===== config.mk =====
export PLATFORM = sky130hd
export DESIGN_NAME = spi_slave_regfile
export DESIGN_NICKNAME = d
export VERILOG_FILES = /design/src/rtl/spi_slave_regfile_pkg.sv /design/src/rtl/spi_slv_pin_sync.sv /design/src/rtl/spi_slave_regfile.sv
export SDC_FILE = /design/constraint.sdc
export NUM_CORES = 1
export LEC_CHECK = 0
export CORE_UTILIZATION = 58
export CTS_CLUSTER_DIAMETER = 30
export CTS_CLUSTER_SIZE = 10
export DETAILED_ROUTE_END_ITERATION = 8
export GPL_ROUTABILITY_DRIVEN = 0
export PLACE_DENSITY = 0.95
export RECOVER_POWER = 100
export SLEW_MARGIN = 30
export SYNTH_ARGS = -nofsm -noshare
export SYNTH_HDL_FRONTEND = slang
export SYNTH_SLANG_ARGS = --single-unit

===== constraint.sdc =====
create_clock -name S_SYSCLK -period 4.7 [get_ports S_SYSCLK]
set_input_delay 0.705 -clock S_SYSCLK [delete_from_list [all_inputs] [get_ports S_SYSCLK]]
set_output_delay 0.705 -clock S_SYSCLK [all_outputs]
set_load 0.05 [all_outputs]

===== src/rtl/spi_slave_regfile_pkg.sv =====
// Shared constants and types for the SPI slave register file.
`timescale 1ns/1ps
package spi_slave_regfile_pkg;

    localparam int unsigned CMD_RW_BIT  = 7;
    localparam int unsigned CMD_ADDR_HI = 6;
    localparam int unsigned CMD_ADDR_LO = 0;

    localparam int unsigned SYNC_DEPTH  = 2;

    typedef enum logic [1:0] {
        ST_IDLE = 2'd0,
        ST_CMD  = 2'd1,
        ST_DATA = 2'd2
    } state_t;

endpackage


===== src/rtl/spi_slv_pin_sync.sv =====
// SPI pin synchronisers with SCK/CS edge detection and CPOL/CPHA decoding.
`timescale 1ns/1ps
module spi_slv_pin_sync
    import spi_slave_regfile_pkg::*;
(
    input  logic clk,
    input  logic rst_n,
    input  logic cpol,
    input  logic cpha,
    input  logic cs_n,
    input  logic sck,
    input  logic mosi,
    output logic sample_stb,
    output logic shift_stb,
    output logic cs_fall,
    output logic cs_rise,
    output logic mosi_s
);

    logic [SYNC_DEPTH-1:0] cs_sync;
    logic [SYNC_DEPTH-1:0] sck_sync;
    logic [SYNC_DEPTH-1:0] mosi_sync;
    logic                  cs_d;
    logic                  sck_d;
    logic                  cs_s;
    logic                  sck_s;
    logic                  lead_edge;
    logic                  trail_edge;

    // CS resets to "asserted" so a frame already in progress at reset release
    // is not mistaken for a new falling edge.
    always_ff @(posedge clk or negedge rst_n) begin
        if (!rst_n) begin
            cs_sync   <= '0;
            sck_sync  <= '0;
            mosi_sync <= '0;
            cs_d      <= 1'b0;
            sck_d     <= 1'b0;
        end else begin
            cs_sync   <= {cs_sync[SYNC_DEPTH-2:0], cs_n};
            sck_sync  <= {sck_sync[SYNC_DEPTH-2:0], sck};
            mosi_sync <= {mosi_sync[SYNC_DEPTH-2:0], mosi};
            cs_d      <= cs_sync[SYNC_DEPTH-1];
            sck_d     <= sck_sync[SYNC_DEPTH-1];
        end
    end

    always_comb begin
        cs_s       = cs_sync[SYNC_DEPTH-1];
        sck_s      = sck_sync[SYNC_DEPTH-1];
        mosi_s     = mosi_sync[SYNC_DEPTH-1];
        lead_edge  = (sck_s != sck_d) && (sck_d == cpol);
        trail_edge = (sck_s != sck_d) && (sck_s == cpol);
        sample_stb = cpha ? trail_edge : lead_edge;
        shift_stb  = cpha ? lead_edge  : trail_edge;
        cs_fall    = cs_d & ~cs_s;
        cs_rise    = ~cs_d & cs_s;
    end

endmodule


===== src/rtl/spi_slave_regfile.sv =====
// SPI slave exposing a bank of 8-bit registers; command byte = {R/nW, addr[6:0]}.
// Define SPI_SLV_ADDR_WRAP_EN to wrap the auto-increment from NREGS-1 back to 0.
`timescale 1ns/1ps
module spi_slave_regfile
    import spi_slave_regfile_pkg::*;
#(
    parameter int unsigned NREGS   = 16,
    parameter int unsigned AW      = $clog2(NREGS),
    parameter logic [7:0]  REG_RST = 8'h00
) (
    input  logic               S_SYSCLK,
    input  logic               S_RESETN,
    input  logic               S_ENABLE,
    input  logic               S_CPOL,
    input  logic               S_CPHA,
    input  logic               S_SPI_CS,
    input  logic               S_SPI_SCK,
    input  logic               S_SPI_MOSI,
    output logic               S_SPI_MISO,
    output logic               S_SPI_MISO_OE,
    output logic [NREGS*8-1:0] S_REGS,
    output logic               S_WR_STB,
    output logic [AW-1:0]      S_WR_ADDR,
    output logic [7:0]         S_WR_DATA,
    output logic               S_FRAME_DONE
);

    localparam logic [7:0] NREGS_W = 8'(NREGS);
`ifdef SPI_SLV_ADDR_WRAP_EN
    localparam logic [6:0] LAST_ADDR = 7'(NREGS - 1);
`endif

    state_t     state;
    state_t     state_nxt;
    logic       sample_stb;
    logic       shift_stb;
    logic       cs_fall;
    logic       cs_rise;
    logic       mosi_s;
    logic [7:0] regs [NREGS];
    logic [6:0] rx_sr;
    logic [7:0] tx_sr;
    logic [2:0] bit_cnt;
    logic [6:0] addr;
    logic       rw;
    logic       miso_q;
    logic       start;
    logic       end_frame;
    logic       byte_done;
    logic [7:0] rx_byte;
    logic [6:0] cmd_addr;

    function automatic logic in_range(input logic [6:0] a);
        return {1'b0, a} < NREGS_W;
    endfunction

    function automatic logic [6:0] addr_inc(input logic [6:0] a);
        logic [6:0] nxt;
        nxt = (a == 7'h7F) ? a : a + 7'd1;
`ifdef SPI_SLV_ADDR_WRAP_EN
        if (a == LAST_ADDR) nxt = '0;
`endif
        return nxt;
    endfunction

    function automatic logic [7:0] rd_reg(input logic [6:0] a);
        return in_range(a) ? regs[a[AW-1:0]] : 8'h00;
    endfunction

    spi_slv_pin_sync u_pin_sync (
        .clk        (S_SYSCLK),
        .rst_n      (S_RESETN),
        .cpol       (S_CPOL),
        .cpha       (S_CPHA),
        .cs_n       (S_SPI_CS),
        .sck        (S_SPI_SCK),
        .mosi       (S_SPI_MOSI),
        .sample_stb (sample_stb),
        .shift_stb  (shift_stb),
        .cs_fall    (cs_fall),
        .cs_rise    (cs_rise),
        .mosi_s     (mosi_s)
    );

    // Disabling the block mid-frame is treated exactly like a CS rise.
    always_comb begin
        start     = cs_fall & S_ENABLE;
        end_frame = cs_rise | ~S_ENABLE;
        byte_done = sample_stb & (bit_cnt == 3'd7);
        rx_byte   = {rx_sr, mosi_s};
        cmd_addr  = rx_byte[CMD_ADDR_HI:CMD_ADDR_LO];
    end

    always_ff @(posedge S_SYSCLK or negedge S_RESETN) begin
        if (!S_RESETN) state <= ST_IDLE;
        else           state <= state_nxt;
    end

    always_comb begin
        state_nxt = state;
        unique case (state)
            ST_IDLE: if (start) state_nxt = ST_CMD;
            ST_CMD: begin
                if (end_frame)      state_nxt = ST_IDLE;
                else if (byte_done) state_nxt = ST_DATA;
            end
            ST_DATA: if (end_frame) state_nxt = ST_IDLE;
            default: state_nxt = ST_IDLE;
        endcase
    end

    always_comb begin
        S_SPI_MISO_OE = (state != ST_IDLE);
        S_SPI_MISO    = (state == ST_DATA) & miso_q;
    end

    always_ff @(posedge S_SYSCLK or negedge S_RESETN) begin
        if (!S_RESETN) begin
            rx_sr        <= '0;
            tx_sr        <= '0;
            bit_cnt      <= '0;
            addr         <= '0;
            rw           <= 1'b0;
            miso_q       <= 1'b0;
            S_WR_STB     <= 1'b0;
            S_WR_ADDR    <= '0;
            S_WR_DATA    <= '0;
            S_FRAME_DONE <= 1'b0;
            for (int unsigned i = 0; i < NREGS; i++) regs[i] <= REG_RST;
        end else begin
            S_WR_STB     <= 1'b0;
            S_FRAME_DONE <= 1'b0;
            if (state == ST_IDLE) begin
                bit_cnt <= '0;
                if (start) begin
                    rx_sr  <= '0;
                    miso_q <= 1'b0;
                end
            end else if (end_frame) begin
                // End of frame wins over a coincident sample edge; partial byte dropped.
                S_FRAME_DONE <= 1'b1;
                bit_cnt      <= '0;
                miso_q       <= 1'b0;
            end else begin
                if (sample_stb) begin
                    rx_sr   <= rx_byte[6:0];
                    bit_cnt <= bit_cnt + 3'd1;
                    if (byte_done) begin
                        if (state == ST_CMD) begin
                            rw   <= rx_byte[CMD_RW_BIT];
                            addr <= cmd_addr;
                            if (rx_byte[CMD_RW_BIT]) begin
                                tx_sr <= rd_reg(cmd_addr);
                                addr  <= addr_inc(cmd_addr);
                            end
                        end else if (rw) begin
                            tx_sr <= rd_reg(addr);
                            addr  <= addr_inc(addr);
                        end else begin
                            if (in_range(addr)) begin
                                regs[addr[AW-1:0]] <= rx_byte;
                                S_WR_STB           <= 1'b1;
                                S_WR_ADDR          <= addr[AW-1:0];
                                S_WR_DATA          <= rx_byte;
                            end
                            addr <= addr_inc(addr);
                        end
                    end
                end
                if (shift_stb && state == ST_DATA) begin
                    miso_q <= tx_sr[7];
                    tx_sr  <= {tx_sr[6:0], 1'b0};
                end
            end
        end
    end

    always_comb begin
        S_REGS = '0;
        for (int unsigned i = 0; i < NREGS; i++) S_REGS[8*i +: 8] = regs[i];
    end

endmodule


==> summary.md <==
| Metric | Value |
|---|---|
| Final WS setup | `1.142 ns` |
| Most frequent cell after synthesis | `dfrtp_1` |
| Final hold vios | `0` |
| Initial antenna violation count | `0` |
| F_max | `281.1 MHz` |
| Unrepaired setup endpoints after global routing | `no` |
| TritonCTS clock tree | `yes` |
| Failing checks | `capacitance limit, slew limit` |
| CP required | `5.02 ns` |
| Worst-Margin Slew | `2.446 ns` |
| Remaining Overflow, GRT | `0` |
| Flops & latches, synth | `179` |
| Htree depth | `4` |
| DRT iter0 DRCs | `908` |
| IO Port Bufs | `151` |
| Syn_area_per_cell | `13.78 µm²` |
| Slew margin rel. | `-0.6304` |
| Pins Over Slew Limit | `98` |
| GRT Total Usage | `0.3532` |
| DIE HEIGHT | `129.5 µm` |
| DR pass1 iterations | `6` |
| Total CTS buffers | `17` |
| Antenna cell count | `0` |
| Layout area overhead | `22.28%` |
| Max stage delay on crit path | `0.79 ns` |
| Post-Layout Cell Count | `1026` |
| Via count | `7102` |
| VDD IR max | `0.2645 mV` |
| CP Launch Type | `input pin` |
| Place WS | `1.254 ns` |
| Clk_skew | `0.009106 ns` |
| Ys flop type | `dfrtp_1` |
| Post-CTS setup buffers | `0` |
| Site Rows | `46` |
| # setup viols final | `0` |
| Initial Util | `0.5933` |
| Min cycle time layout | `3.558 ns` |
| IO Count | `152` |
| WL/cell | `27.36 µm` |
| Nets@finish | `812` |
| Worst path bufs/invs | `1` |
| Power Density | `274.9 nW/µm²` |
| CP max stage cell | `and2_0` |
| Outcome | `finished with violations` |
| Number of global-route vias before repair | `7337` |
| CP delay by family, top | `simple AND/OR/NAND/NOR gates` |
| Final critical-path share of the clock period | `0.7570` |
| Clk Latency, worst-skew pair | `0.44 ns` |
| # Max-Cap Violations | `1` |
| Fin Setup TNS | `0 ns` |
| DRT antenna net count | `0` |
| Synth Instances | `684` |
| First-pass GRT wire length | `43290 µm` |
| WS Path Type | `input pin to flop` |
| Synth top area cells | `dfrtp_1 48%, mux2_2 16%, mux4_2 15%` |
| Number of library cell types mapped by synthesis | `46` |
| Area leader, netlist | `dfrtp_1` |
| Core area | `15890 µm²` |
| Post-route DRC violation count | `0` |
| Post_cts resized | `0` |
| CP arrival | `3.88 ns` |
| Root Driver | `clkbuf_16` |
| Die footprint | `16760 µm²` |
| Async set-reset flop share out of synthesis | `1.000` |
| Longest Clk Path Bufs | `2` |
| Hold crit path type | `flop to flop` |
| Leak | `5.480 nW` |
| Via/cell ratio | `6.922` |
| Clock transition at path regs | `0.07 ns` |
| Final HPWL DP | `17420 µm` |
| Dpl cells | `994` |
| Mapped Area | `9424 µm²` |
| Post-Syn Nets | `699` |
| Clk sinks | `179` |
| Final WL | `28070 µm` |
| Most frequent cells after synthesis | `179 x dfrtp_1, 132 x mux2_2, 63 x mux4_2` |
| Die Wd | `129.5 µm` |
| Number of flops mapped to enable cells by yosys | `0` |
| YS warnings | `0` |
| CP Cell Sequence | `dlygate4sd3_1 > xor2_1 > mux2i_1 > nor4_4 > and2_0 > mux2_2` |
| Fin Hold WS | `0.3574 ns` |
| Synth top area share | `0.4753` |
| Post-synthesis sequential area ratio | `0.4753` |
| Cts hold-fix bufs | `0` |
| Worst-path fanout max | `17` |
| Largest net degree at the start of global routing | `98` |
| Layout cells sized above 1 | `0.2914` |
| Crit end category | `flop` |
| Final Core Density | `0.7254` |
-- flip-flops by register name, indices dropped and copies added (netlist names) --
name	count
u_pin_sync.mosi_sync	2
addr	7
bit_cnt	3
u_pin_sync.sck_sync	2
tx_sr	8
miso_q	1
rx_sr	7
u_pin_sync.cs_sync	2
u_pin_sync.cs_d	1
S_WR_STB	1
state	2
S_WR_DATA	8
u_pin_sync.sck_d	1
S_FRAME_DONE	1
S_REGS	128
rw	1
S_WR_ADDR	4
-- cell usage in the layout, fill, tap and decap left out, types with 3 or more instances in the layout --
cell / count
o22a_1: 4
nand3b_1: 3
clkbuf_16: 17
a21oi_1: 9
bufinv_16: 3
a211oi_1: 7
nor2b_1: 5
inv_1: 7
nor3_1: 19
mux2i_1: 35
mux2_1: 15
o22ai_1: 14
dlygate4sd3_1: 149
clkbuf_1: 4
dfrtp_1: 175
clkbuf_8: 4
ha_1: 7
nand2_1: 21
and3_1: 20
a22o_1: 3
nand3_1: 9
mux4_2: 63
clkbuf_2: 3
o21ai_0: 10
and2_1: 3
nor2_1: 26
buf_4: 5
xor2_1: 5
a22oi_1: 4
mux2_2: 127
nand2b_1: 3
-- worst paths after layout --
path | cells past startpoint | slack, ns | endpoint | startpoint
setup / recovery | 6 | 1.14 | S_REGS[125]$_DFFE_PN0P_ | S_CPOL
hold / removal | 0 | 0.36 | u_pin_sync.cs_sync[1]$_DFF_PN0_ | u_pin_sync.cs_sync[0]$_DFF_PN0_
setup reg to reg | 5 | 1.52 | S_REGS[125]$_DFFE_PN0P_ | addr[5]$_DFFE_PN0P_
hold reg to reg | 0 | 0.36 | u_pin_sync.cs_sync[1]$_DFF_PN0_ | u_pin_sync.cs_sync[0]$_DFF_PN0_
max in group asynchronous | 2 | 1.46 | S_REGS[97]$_DFFE_PN0P_ | S_RESETN
min in group asynchronous | 1 | 1.02 | S_WR_DATA[5]$_DFFE_PN0P_ | S_RESETN
-- per-layer routing --
layer / vias up / track usage / share of wire
met5: - / 0 / 0
met4: 0 / 0.2209 / 0.053
met3: 139 / 0.09249 / 0.11
met2: 567 / 0.5487 / 0.49
met1: 3593 / 0.4460 / 0.35
li1: 2803 / - / -
-- cell families (layout without fill, tap and decap cells) --
| logic type | after synthesis | count (layout) | synth area share |
|---|---|---|---|
| fa+ha+maj | 7 | 7 | 0.009293 |
| flops | 179 | 179 | 0.4753 |
| compound gates | 62 | 62 | 0.04567 |
| xor+xnor | 5 | 5 | 0.005444 |
| simple gates | 119 | 119 | 0.06705 |
| mux | 240 | 240 | 0.3587 |
| buf+inv | 72 | 198 | 0.03850 |
-- final cells by class --
cell class | count | area, µm²
well taps | 216 | 270.3
clock buffers | 24 | 491.7
inverters | 7 | 26.28
multi-input cells | 433 | 4564
repair buffers | 159 | 1558
clock inverters | 8 | 123.9
fillers | 957 | 4362
flip-flops and latches | 179 | 4489
-- power by group --
part           total (mW)  internal [mW]  switching, mW
clock network        1.50          0.893          0.603
logic              0.0992         0.0314         0.0678
registers            1.57           1.55         0.0267
total                3.17           2.47          0.697
-- stage by stage --
stage / total power, mW / area (µm²)
global placement: 1.699 / 10940
global route: 3.242 / 11520
floorplan: 1.646 / 9424
CTS: 3.180 / 11560
detailed placement: 1.704 / 10940
finish: 3.168 / 11520
Note: power is estimated with default switching activity, not from simulation.
